**src/rtl/mult_div_unit.sv**
```systemverilog
// ---------------------------------------------------------------------------
// mult_div_unit
//   Multi-cycle signed multiply / divide unit for the execute stage. It works
//   on operand magnitudes (shift-add multiply, restoring divide, one bit per
//   cycle) and applies the result sign on the final cycle. The destination
//   register tag and instruction word are captured at start so that they leave
//   the unit on the same cycle as the result.
//
//   Build option: MULTDIV_EARLY_TERM_EN
//     defined   - MULT finishes as soon as the remaining multiplier magnitude
//                 is zero (latency = 2 + index of highest set bit of |B| + 1).
//     undefined - MULT always takes WIDTH iterations (latency WIDTH+2).
//     DIV timing and all results/exceptions are identical in both builds.
//
// Ports
//   clock           rising-edge clock
//   reset           asynchronous, active-low reset
//   data_operandA   multiplicand / dividend (signed)
//   data_operandB   multiplier / divisor (signed)
//   ctrl_MULT       1-cycle start pulse, multiply (wins over ctrl_DIV)
//   ctrl_DIV        1-cycle start pulse, divide
//   reg_input       destination-register tag, captured at start
//   ins_input       instruction word, captured at start
//   data_result     low WIDTH bits of product, or quotient
//   data_exception  multiply overflow / divide-by-zero / quotient overflow
//   data_resultRDY  1-cycle pulse: result, tag and instruction valid
//   stall           high while an operation is in flight
//   reg_output      captured reg_input
//   ins_output      captured ins_input
// ---------------------------------------------------------------------------
module mult_div_unit #(
  parameter int WIDTH = 32,
  parameter int CNT_W = 6
) (
  input  logic             clock,
  input  logic             reset,
  input  logic [WIDTH-1:0] data_operandA,
  input  logic [WIDTH-1:0] data_operandB,
  input  logic             ctrl_MULT,
  input  logic             ctrl_DIV,
  input  logic [31:0]      reg_input,
  input  logic [31:0]      ins_input,
  output logic [WIDTH-1:0] data_result,
  output logic             data_exception,
  output logic             data_resultRDY,
  output logic             stall,
  output logic [31:0]      reg_output,
  output logic [31:0]      ins_output
);

  typedef enum logic [1:0] {
    S_IDLE = 2'd0,
    S_MULT = 2'd1,
    S_DIV  = 2'd2,
    S_DONE = 2'd3
  } state_t;

  localparam logic [WIDTH-1:0]   ZERO_W  = {WIDTH{1'b0}};
  localparam logic [WIDTH-1:0]   ONE_W   = {{(WIDTH-1){1'b0}}, 1'b1};
  localparam logic [2*WIDTH-1:0] ZERO_2W = {(2*WIDTH){1'b0}};
  localparam logic [2*WIDTH-1:0] ONE_2W  = {{(2*WIDTH-1){1'b0}}, 1'b1};
  localparam logic [CNT_W-1:0]   CNT_0   = {CNT_W{1'b0}};
  localparam logic [CNT_W-1:0]   CNT_1   = {{(CNT_W-1){1'b0}}, 1'b1};
  localparam logic [CNT_W-1:0]   CNT_END = CNT_W'(WIDTH);

  // Two's complement magnitude; -2^(WIDTH-1) maps to 2^(WIDTH-1) as unsigned.
  function automatic logic [WIDTH-1:0] abs_val(input logic [WIDTH-1:0] v);
    logic [WIDTH-1:0] r;
    if (v[WIDTH-1]) begin
      r = ~v + ONE_W;
    end else begin
      r = v;
    end
    return r;
  endfunction

  // True when a 2*WIDTH signed value is representable in WIDTH signed bits.
  function automatic logic fits_signed(input logic [2*WIDTH-1:0] p);
    logic [WIDTH:0] top;
    top = p[2*WIDTH-1:WIDTH-1];
    return (&top) | (~|top);
  endfunction

  state_t               r_state;
  logic [CNT_W-1:0]     r_cnt;
  logic [WIDTH-1:0]     r_a_mag;   // DIV: dividend shifting out / quotient shifting in
  logic [WIDTH-1:0]     r_b_mag;   // MULT: multiplier shifting right; DIV: divisor
  logic [2*WIDTH-1:0]   r_mcand;   // MULT: multiplicand shifted left each step
  logic [2*WIDTH-1:0]   r_acc;     // MULT: product; DIV: low WIDTH bits hold remainder
  logic                 r_sign;
  logic                 r_dz;
  logic [31:0]          r_reg;
  logic [31:0]          r_ins;

  logic [2*WIDTH-1:0]   w_acc_next;
  logic [2*WIDTH-1:0]   w_prod_signed;
  logic                 w_mult_ovf;
  logic                 w_mult_done;
  logic [WIDTH:0]       w_rem_shift;
  logic                 w_rem_ge;
  logic [WIDTH-1:0]     w_rem_next;
  logic [WIDTH-1:0]     w_quo_next;
  logic [WIDTH-1:0]     w_quo_signed;
  logic                 w_div_ovf;

  // Datapath step values and final sign/overflow evaluation.
  always_comb begin
    w_acc_next    = r_acc;
    w_rem_next    = w_rem_shift[WIDTH-1:0];
    w_prod_signed = r_acc;
    w_quo_signed  = r_a_mag;

    if (r_b_mag[0]) begin
      w_acc_next = r_acc + r_mcand;
    end else begin
      w_acc_next = r_acc;
    end

    if (r_sign) begin
      w_prod_signed = ~r_acc + ONE_2W;
      w_quo_signed  = ~r_a_mag + ONE_W;
    end else begin
      w_prod_signed = r_acc;
      w_quo_signed  = r_a_mag;
    end
    w_mult_ovf = ~fits_signed(w_prod_signed);

    // Restoring step: bring in next dividend bit, subtract divisor if it fits.
    w_rem_shift = {r_acc[WIDTH-1:0], r_a_mag[WIDTH-1]};
    w_rem_ge    = (w_rem_shift >= {1'b0, r_b_mag});
    if (w_rem_ge) begin
      w_rem_next = w_rem_shift[WIDTH-1:0] - r_b_mag;
    end else begin
      w_rem_next = w_rem_shift[WIDTH-1:0];
    end
    w_quo_next = {r_a_mag[WIDTH-2:0], w_rem_ge};

    // Positive quotient of magnitude 2^(WIDTH-1) only arises from MIN / -1.
    w_div_ovf = ~r_sign & r_a_mag[WIDTH-1];

`ifdef MULTDIV_EARLY_TERM_EN
    w_mult_done = (r_b_mag == ZERO_W);
`else
    w_mult_done = (r_cnt == CNT_END);
`endif
  end

  // Control FSM with iteration datapath and registered outputs.
  always_ff @(posedge clock or negedge reset) begin
    if (!reset) begin
      r_state        <= S_IDLE;
      r_cnt          <= CNT_0;
      r_a_mag        <= ZERO_W;
      r_b_mag        <= ZERO_W;
      r_mcand        <= ZERO_2W;
      r_acc          <= ZERO_2W;
      r_sign         <= 1'b0;
      r_dz           <= 1'b0;
      r_reg          <= 32'd0;
      r_ins          <= 32'd0;
      data_result    <= ZERO_W;
      data_exception <= 1'b0;
      data_resultRDY <= 1'b0;
      stall          <= 1'b0;
      reg_output     <= 32'd0;
      ins_output     <= 32'd0;
    end else begin
      case (r_state)
        S_IDLE: begin
          data_resultRDY <= 1'b0;
          if (ctrl_MULT || ctrl_DIV) begin
            r_cnt   <= CNT_0;
            r_sign  <= data_operandA[WIDTH-1] ^ data_operandB[WIDTH-1];
            r_reg   <= reg_input;
            r_ins   <= ins_input;
            r_a_mag <= abs_val(data_operandA);
            r_b_mag <= abs_val(data_operandB);
            r_mcand <= {ZERO_W, abs_val(data_operandA)};
            r_acc   <= ZERO_2W;
            stall   <= 1'b1;
            if (ctrl_MULT) begin
              r_state <= S_MULT;
              r_dz    <= 1'b0;
            end else begin
              r_state <= S_DIV;
              r_dz    <= (data_operandB == ZERO_W);
            end
          end else begin
            r_state <= S_IDLE;
            stall   <= 1'b0;
          end
        end

        S_MULT: begin
          if (w_mult_done) begin
            r_state        <= S_DONE;
            data_result    <= w_prod_signed[WIDTH-1:0];
            data_exception <= w_mult_ovf;
            data_resultRDY <= 1'b1;
            stall          <= 1'b0;
            reg_output     <= r_reg;
            ins_output     <= r_ins;
          end else begin
            r_acc   <= w_acc_next;
            r_mcand <= {r_mcand[2*WIDTH-2:0], 1'b0};
            r_b_mag <= {1'b0, r_b_mag[WIDTH-1:1]};
            r_cnt   <= r_cnt + CNT_1;
          end
        end

        S_DIV: begin
          if (r_dz) begin
            r_state        <= S_DONE;
            data_result    <= ZERO_W;
            data_exception <= 1'b1;
            data_resultRDY <= 1'b1;
            stall          <= 1'b0;
            reg_output     <= r_reg;
            ins_output     <= r_ins;
          end else if (r_cnt == CNT_END) begin
            r_state        <= S_DONE;
            data_result    <= w_quo_signed;
            data_exception <= w_div_ovf;
            data_resultRDY <= 1'b1;
            stall          <= 1'b0;
            reg_output     <= r_reg;
            ins_output     <= r_ins;
          end else begin
            r_acc   <= {ZERO_W, w_rem_next};
            r_a_mag <= w_quo_next;
            r_cnt   <= r_cnt + CNT_1;
          end
        end

        S_DONE: begin
          r_state        <= S_IDLE;
          data_resultRDY <= 1'b0;
          stall          <= 1'b0;
        end

        default: begin
          r_state        <= S_IDLE;
          data_resultRDY <= 1'b0;
          stall          <= 1'b0;
        end
      endcase
    end
  end

endmodule

```
**config.mk**
```make
export PLATFORM = sky130hd
export DESIGN_NAME = mult_div_unit
export DESIGN_NICKNAME = d
export VERILOG_FILES = /design/src/rtl/mult_div_unit.sv
export SDC_FILE = /design/constraint.sdc
export NUM_CORES = 1
export LEC_CHECK = 0
export BUFFER_PORTS_ARGS = -buffer_cell sky130_fd_sc_hd__buf_2
export CORE_UTILIZATION = 40
export CTS_CLUSTER_DIAMETER = 80
export DETAILED_ROUTE_END_ITERATION = 16
export GPL_ROUTABILITY_DRIVEN = 0
export PLACE_DENSITY = 0.66
export SLEW_MARGIN = 20
export SYNTH_ARGS = -nofsm -noshare
export SYNTH_HDL_FRONTEND = slang
export SYNTH_SLANG_ARGS = --single-unit
```
**constraint.sdc**
```tcl
create_clock -name clock -period 6.6 [get_ports clock]
set_input_delay 0 -clock clock [delete_from_list [all_inputs] [get_ports clock]]
set_output_delay 0 -clock clock [all_outputs]
set_load 0.01 [all_outputs]
```
==> impl_metrics.json, run 1 <==
{
  "grt_max_degree": 189,
  "final_area_um2": 28700,
  "critPathRequiredTime_ns": 7.05,
  "yosysWarnings": 0,
  "reg.largest.list": "r_acc (64), r_mcand (64)",
  "setup_viol": 0,
  "clk_latency_ns": 0.60,
  "outcome": "finished, final reports clean",
  "maxSlewHeadroom_pct": 29.9,
  "port-buffer-count": 230,
  "via_per_inst": 5.73,
  "hold_class": "input pin to flop",
  "final_layout_size_suffix_gt1_share_pct": 16.3,
  "skew_ns": 0.0362,
  "r2r-end": "data_exception",
  "cts_tree": "yes",
  "rows": 89,
  "drt_first_pass_iters": 6,
  "synth_top_family_by_area": "compound AO/OA/AOI/OAI gates",
  "vias": 21409,
  "synthFlopType": "dfrtp_1",
  "regToRegStartpoint": "r_acc[10]",
  "dieWidth_um": 247,
  "maxCapViolCount": 0,
  "rsz0062_at_grt": "no",
  "cts.clk_slew.worst_paths_ns": 0.06,
  "slowest_stage": "nor4_1",
  "ys_types": 77,
  "grt_pass1_vias": 21289,
  "place_ws_ns": 2.26,
  "initial_core_util_pct": 40.5,
  "drt-initial-drc-count": 1458,
  "worst_slack_ns": 2.01,
  "clock_path_buffers": 3,
  "reg2reg_depth": 11,
  "ys_top_cells_by_area": "dfrtp_1 38%, mux2_2 6.1%, o21ai_0 5.7%",
  "worstSetupPathType": "flop to flop",
  "syn2layout_area_growth_pct": 20.1,
  "hp-start": "data_operandB[31]",
  "synthMostInstantiatedCell": "dfrtp_1",
  "cts_resized": 0,
  "synthCells": 2635,
  "synth_area_um2": 23900,
  "dieArea_um2": 60800,
  "min_to": "r_sign",
  "synth_edf_count": 0,
  "route.detailed.drc": 0,
  "cp_top_family": "simple AND/OR/NAND/NOR gates",
  "cts_buffers": 44,
  "grt_usage_pct": 22.8,
  "yosysSeqAreaShare_pct": 38.2,
  "wl_um": 70100,
  "synth-xor-area-share_pct": 8.46,
  "timing.critical_path.buf_inv": 0,
  "crit_fanout": 7,
  "critPathArrivalTime_ns": 5.04,
  "grt_overflow_total": 0,
  "power.density_nw_per_um2": 457,
  "finalCritPeriodShare_pct": 69.5,
  "met1_usage_pct": 27.6,
  "avgSynthCellArea_um2": 9.08,
  "async_reset_ff_share_pct": 100,
  "htree_levels": 2,
  "synth_top_cell_by_area": "dfrtp_1",
  "setup_tns_ns": 0,
  "grt_pass1_wl_um": 112000,
  "clock_tree.root_cell": "clkbuf_16",
  "nFillCells": 5547,
  "hold_viol_final": 0,
  "hpwl_um": 50800,
  "synth_top_area_share_pct": 38.2,
  "grt_util_met2_pct": 39.5,
  "yosys_register_bits": 365,
  "antenna_found_initial": 5,
  "holdPathStages": 4,
  "pin_count": 231,
  "synth_commonest_cells": "365 x dfrtp_1, 289 x nand2_1, 274 x o21ai_0",
  "slowest_delay_ns": 0.91,
  "layout_min_cycle_time_ns": 4.59,
  "worst-slew-pin-transition_ns": 1.05,
  "synth_fa_ha_area_share_pct": 5.66,
  "ff2ff_setup_slack_ns": 2.01,
  "busiest_layer": "met2",
  "synth_compound_area_share_pct": 20.8,
  "p_leak_nw": 13.5,
  "drv_slew": 0,
  "dieHeight_um": 247,
  "fp.coreArea_um2": 59000,
  "irDropWorstVdd_mv": 0.300,
  "wl_per_cell_um": 18.8,
  "power_mw": 13.1,
  "use_met3_pct": 3.47,
  "cts_sinks": 365,
  "placed_cell_area_um2": 25700,
  "synthSimpleGateAreaFrac_pct": 14.3,
  "final_nets": 3163,
  "crit_chain": "or4_1, nor4_1, nand2_1, or4_1, o41ai_1, xor2_1, nand4_1, or3_1, nor4_1, o31a_1, o21ai_1",
  "max_freq_ghz": 0.218,
  "cp-start-kind": "flop",
  "synth.area.mux_share_pct": 9.09,
  "critical_path_cell_count": 11,
  "endpoint_kind": "flop",
  "ant_nets": 0,
  "synth_nets": 2874
}
-- worst register-to-register path, stage by stage (launching register included) --
cell,delay [ns]
dfrtp_1,0.46
or4_1,0.65
nor4_1,0.91
nand2_1,0.25
or4_1,0.62
o41ai_1,0.41
xor2_1,0.25
nand4_1,0.11
or3_1,0.34
nor4_1,0.21
o31a_1,0.18
o21ai_1,0.05
-- report_power, final --
part           internal, mW  switching (mW)  total [mW]
clock                  1.50            1.04        2.55
sequential             2.87           0.687        3.55
combinational          2.73            4.29        7.01
-- layout make-up --
cell class	count	area [um2]	area share (%)
Multi-Input combinational cell	2049	14000	48.9
Sequential cell	365	9140	31.8
Timing Repair Buffer	391	2780	9.67
Clock buffer	58	1250	4.37
Tap cell	773	967	3.37
Inverter	73	274	0.954
Clock inverter	22	265	0.924
Antenna cell	4	10.0	0.0349
-- metrics by stage --
step	utilization (%)	cells	hold slack, ns
floorplan	-	2635	-0.296
global placement	43.6	3507	0.159
detailed placement	43.6	3507	0.171
CTS	48.5	3728	0.0800
global route	48.7	3734	0.139
finish	48.7	3735	0.133
-- what timing repair did --
action,CTS,global route
buffers inserted,0,0
hold buffers,141,1
endpoints found under the hold margin,288,34
-- kinds of logic (layout without fill, tap and decap cells) --
family / Yosys count / count (layout)
AO/OA/AOI/OAI: 794 / 794
AND/OR/NAND/NOR: 716 / 716
flip-flops: 365 / 365
XOR/XNOR: 231 / 231
buffers and inverters: 221 / 544
multiplexers: 201 / 201
adder cells (fa/ha/maj): 107 / 107
other: 0 / 4
-- how the worst max path moves through the flow --
| stage | start | to | slack (ns) |
|---|---|---|---|
| 4_1_cts | r_acc[10] | data_exception | 2.18 |
| 5_1_grt | r_acc[10] | data_exception | 1.87 |
| 2_1_floorplan | r_acc[3] | data_exception | 2.79 |
| 3_3_place_gp | r_acc[10] | data_exception | 2.28 |
| 3_5_place_dp | r_acc[10] | data_exception | 2.26 |
| 6_report | r_acc[10] | data_exception | 2.01 |
-- layout by cell type, fill, tap and decap left out, types with 7 or more instances in the layout --
cell / n
a41oi_1: 7
dfrtp_1: 364
and3_1: 11
o21bai_1: 23
nor3_1: 34
a22oi_1: 26
o31ai_1: 49
and2_1: 9
nand3_1: 37
mux2_2: 130
nand2_1: 289
buf_2: 229
nor4_1: 20
clkbuf_8: 10
a31oi_1: 15
or3_1: 28
or2_2: 7
nand4_1: 33
buf_4: 16
or4_1: 36
a21o_1: 60
o21ai_0: 274
nor2b_1: 19
inv_1: 72
nand3b_1: 8
clkinv_2: 8
nor2_1: 149
dlygate4sd3_1: 142
o21a_1: 10
o41ai_1: 30
a22o_1: 40
ha_1: 103
mux2i_1: 71
xor2_1: 121
xnor2_1: 110
a211oi_1: 10
nand2b_1: 15
clkbuf_16: 44
a21oi_1: 183
-- routing by layer --
layer | up-vias | wire length (um) | share of wire (%)
met5 | - | 31 | 0.044
met2 | 620 | 34900 | 50
li1 | 10154 | - | -
met1 | 10412 | 28500 | 41
met4 | 4 | 3470 | 5.0
met3 | 219 | 3140 | 4.5
Power figures use the tool's default switching activity.
==> run 2: changes to the inputs <==
--- a/config.mk
+++ b/config.mk
@@ -5,12 +5,13 @@
 export SDC_FILE = /design/constraint.sdc
 export NUM_CORES = 1
 export LEC_CHECK = 0
+export ABC_AREA = 1
 export BUFFER_PORTS_ARGS = -buffer_cell sky130_fd_sc_hd__buf_2
 export CORE_UTILIZATION = 40
 export CTS_CLUSTER_DIAMETER = 80
 export DETAILED_ROUTE_END_ITERATION = 16
 export GPL_ROUTABILITY_DRIVEN = 0
-export PLACE_DENSITY = 0.66
+export PLACE_DENSITY = 0.65
 export SLEW_MARGIN = 20
 export SYNTH_ARGS = -nofsm -noshare
 export SYNTH_HDL_FRONTEND = slang
==> constraint.sdc (replaced) <==
create_clock -name clock -period 4.6 [get_ports clock]
set_input_delay 0 -clock clock [delete_from_list [all_inputs] [get_ports clock]]
set_output_delay 0 -clock clock [all_outputs]
set_load 0.01 [all_outputs]
==> impl_metrics.json, run 2 <==
{
  "outcome": "finished, final reports clean",
  "vias": 27252,
  "yosysSeqAreaShare_pct": 35.4,
  "ant_nets": 0,
  "grt_max_degree": 108,
  "dieArea_um2": 65600,
  "cp-start-kind": "flop",
  "dieWidth_um": 256,
  "power.density_nw_per_um2": 651,
  "drt_first_pass_iters": 6,
  "grt_usage_pct": 27.7,
  "initial_core_util_pct": 40.7,
  "wl_um": 91500,
  "clk_latency_ns": 0.61,
  "ys_types": 54,
  "synth_top_cell_by_area": "dfrtp_1",
  "setup_tns_ns": 0,
  "multi_input_area_um2": 14500,
  "nFillCells": 6392,
  "dieHeight_um": 256,
  "finalCritPeriodShare_pct": 72.8,
  "layout_min_cycle_time_ns": 3.35,
  "rsz0062_at_grt": "no",
  "ys_top_cells_by_area": "dfrtp_1 35%, nand2_1 13%, o21ai_0 9.1%",
  "route.detailed.drc": 0,
  "avgSynthCellArea_um2": 6.78,
  "antenna_cells": 0,
  "crit_fanout": 25,
  "htree_levels": 2,
  "critPathArrivalTime_ns": 3.82,
  "synthMostInstantiatedCell": "nand2_1",
  "skew_ns": 0.0410,
  "cts.clk_slew.worst_paths_ns": 0.06,
  "setup_viol": 0,
  "antenna_found_initial": 0,
  "pin_count": 231,
  "drt-initial-drc-count": 2784,
  "wl_per_cell_um": 18.3,
  "irDropWorstVdd_mv": 0.357,
  "finalNonFillerCells": 5005,
  "hold_ws_ns": 0.0518,
  "endpoint_kind": "flop",
  "async_reset_ff_share_pct": 100,
  "yosys_register_bits": 365,
  "hpwl_um": 68600,
  "maxCapViolCount": 0,
  "regToRegStartpoint": "r_acc[5]",
  "clock_tree.root_cell": "clkbuf_16",
  "via_per_inst": 5.44,
  "grt_overflow_total": 0,
  "syn2layout_area_growth_pct": 19.6,
  "synthFlopType": "dfrtp_1",
  "final_nets": 4363,
  "cts_tree": "yes",
  "port-buffer-count": 230,
  "max_freq_ghz": 0.299,
  "hold_viol_final": 0,
  "synth_nets": 4046,
  "rows": 92,
  "drv_slew": 0,
  "reg.largest.list": "r_acc (64), r_mcand (64)",
  "synth_edf_count": 0,
  "grt_pass1_wl_um": 145000,
  "startpoint": "r_acc[5]",
  "final_common_cell": "nand2_1",
  "final_layout_size_suffix_gt1_share_pct": 9.18,
  "yosysWarnings": 0,
  "synth_commonest_cells": "907 x nand2_1, 468 x o21ai_0, 453 x inv_1",
  "final_core_util_pct": 48.7,
  "synth_area_um2": 25800,
  "placed_cell_area_um2": 27800,
  "worstSetupPathType": "flop to flop",
  "ff_latch_area_um2": 9140,
  "synth_top_area_share_pct": 35.4,
  "synthCells": 3807,
  "cts_buffers": 47,
  "final_cell_mix": "906 x nand2_1, 468 x o21ai_0, 451 x inv_1",
  "dp.cells": 4783,
  "worst-slew-pin-transition_ns": 1.02,
  "fp.coreArea_um2": 63400,
  "grt_pass1_vias": 26203,
  "critPathRequiredTime_ns": 5.07,
  "hold_class": "input pin to asynchronous set/reset pin",
  "cts_sinks": 365,
  "maxSlewHeadroom_pct": 32.3,
  "final_area_um2": 30900,
  "clock_path_buffers": 3,
  "p_leak_nw": 15.1
}
==> run 2: what timing repair did <==
item | CTS | global route
hold buffers | 138 | 0
resized for setup | 0 | 0
buffers inserted | 0 | 0
endpoints found under the hold margin | 260 | 0
==> run 2: final cells by class <==
| type | count | area share (%) |
|---|---|---|
| clock buffers | 66 | 4.56 |
| clock inverters | 18 | 0.754 |
| inverters | 460 | 5.60 |
| multi-input cells | 2851 | 46.9 |
| flip-flops and latches | 365 | 29.6 |
| well taps | 846 | 3.43 |
| repair buffers | 399 | 9.15 |
==> run 2: report_power, final <==
group          switching (mW)  leakage [nW]  internal [mW]
combinational            7.74          9.64           3.42
clock                    1.52         0.801           2.36
sequential              0.776          4.70           4.27
==> run 2: logic make-up (layout without fill, tap and decap cells) <==
kind of cell	count (synthesis)	in the layout	synth area share [%]
fa+ha+maj	107	107	5.24
mux	2	2	0.0872
compound gates	961	961	20.4
buf+inv	591	943	8.72
xor+xnor	104	104	3.53
simple gates	1677	1677	26.6
flops	365	365	35.4
==> run 2: worst max-delay path: stages, from the launching register on <==
cell and delay (ns):
dfrtp_1 0.46, ha_1 0.36, a21oi_1 0.21, nor2_1 0.06, nor2_1 0.11, nand2_1 0.08, nand2_1 0.07, nand2_1 0.05
a21oi_1 0.25, o21ai_0 0.18, nand2_1 0.10, nand2_2 0.25, inv_1 0.65, nand2_1 0.15, a31o_2 0.24
==> run 2: path summary, 6_finish.rpt <==
path                                   to  slack, ns  cells after the start
max                              r_acc[0]       1.25                     14
min                        data_result[4]       0.05                      2
max reg2reg                      r_acc[0]       1.25                     14
min reg2reg                 reg_output[1]       0.47                      2
max in group asynchronous       r_ins[26]       3.21                      3
min in group clock             r_b_mag[6]       0.10                      5
==> run 2: metal layers <==
metal | part of all wire [%] | GRT usage (%)
met4 | 4.3 | 11.8
met2 | 44 | 43.5
met1 | 42 | 37.3
met5 | 0 | 0
met3 | 9.7 | 4.95
==> run 2: metrics by stage <==
stage	setup slack [ns]	power (mW)
CTS	1.31	19.9
floorplan	2.09	12.4
global placement	1.39	15.7
detailed placement	1.31	15.8
finish	1.25	20.1
global route	0.937	21.7
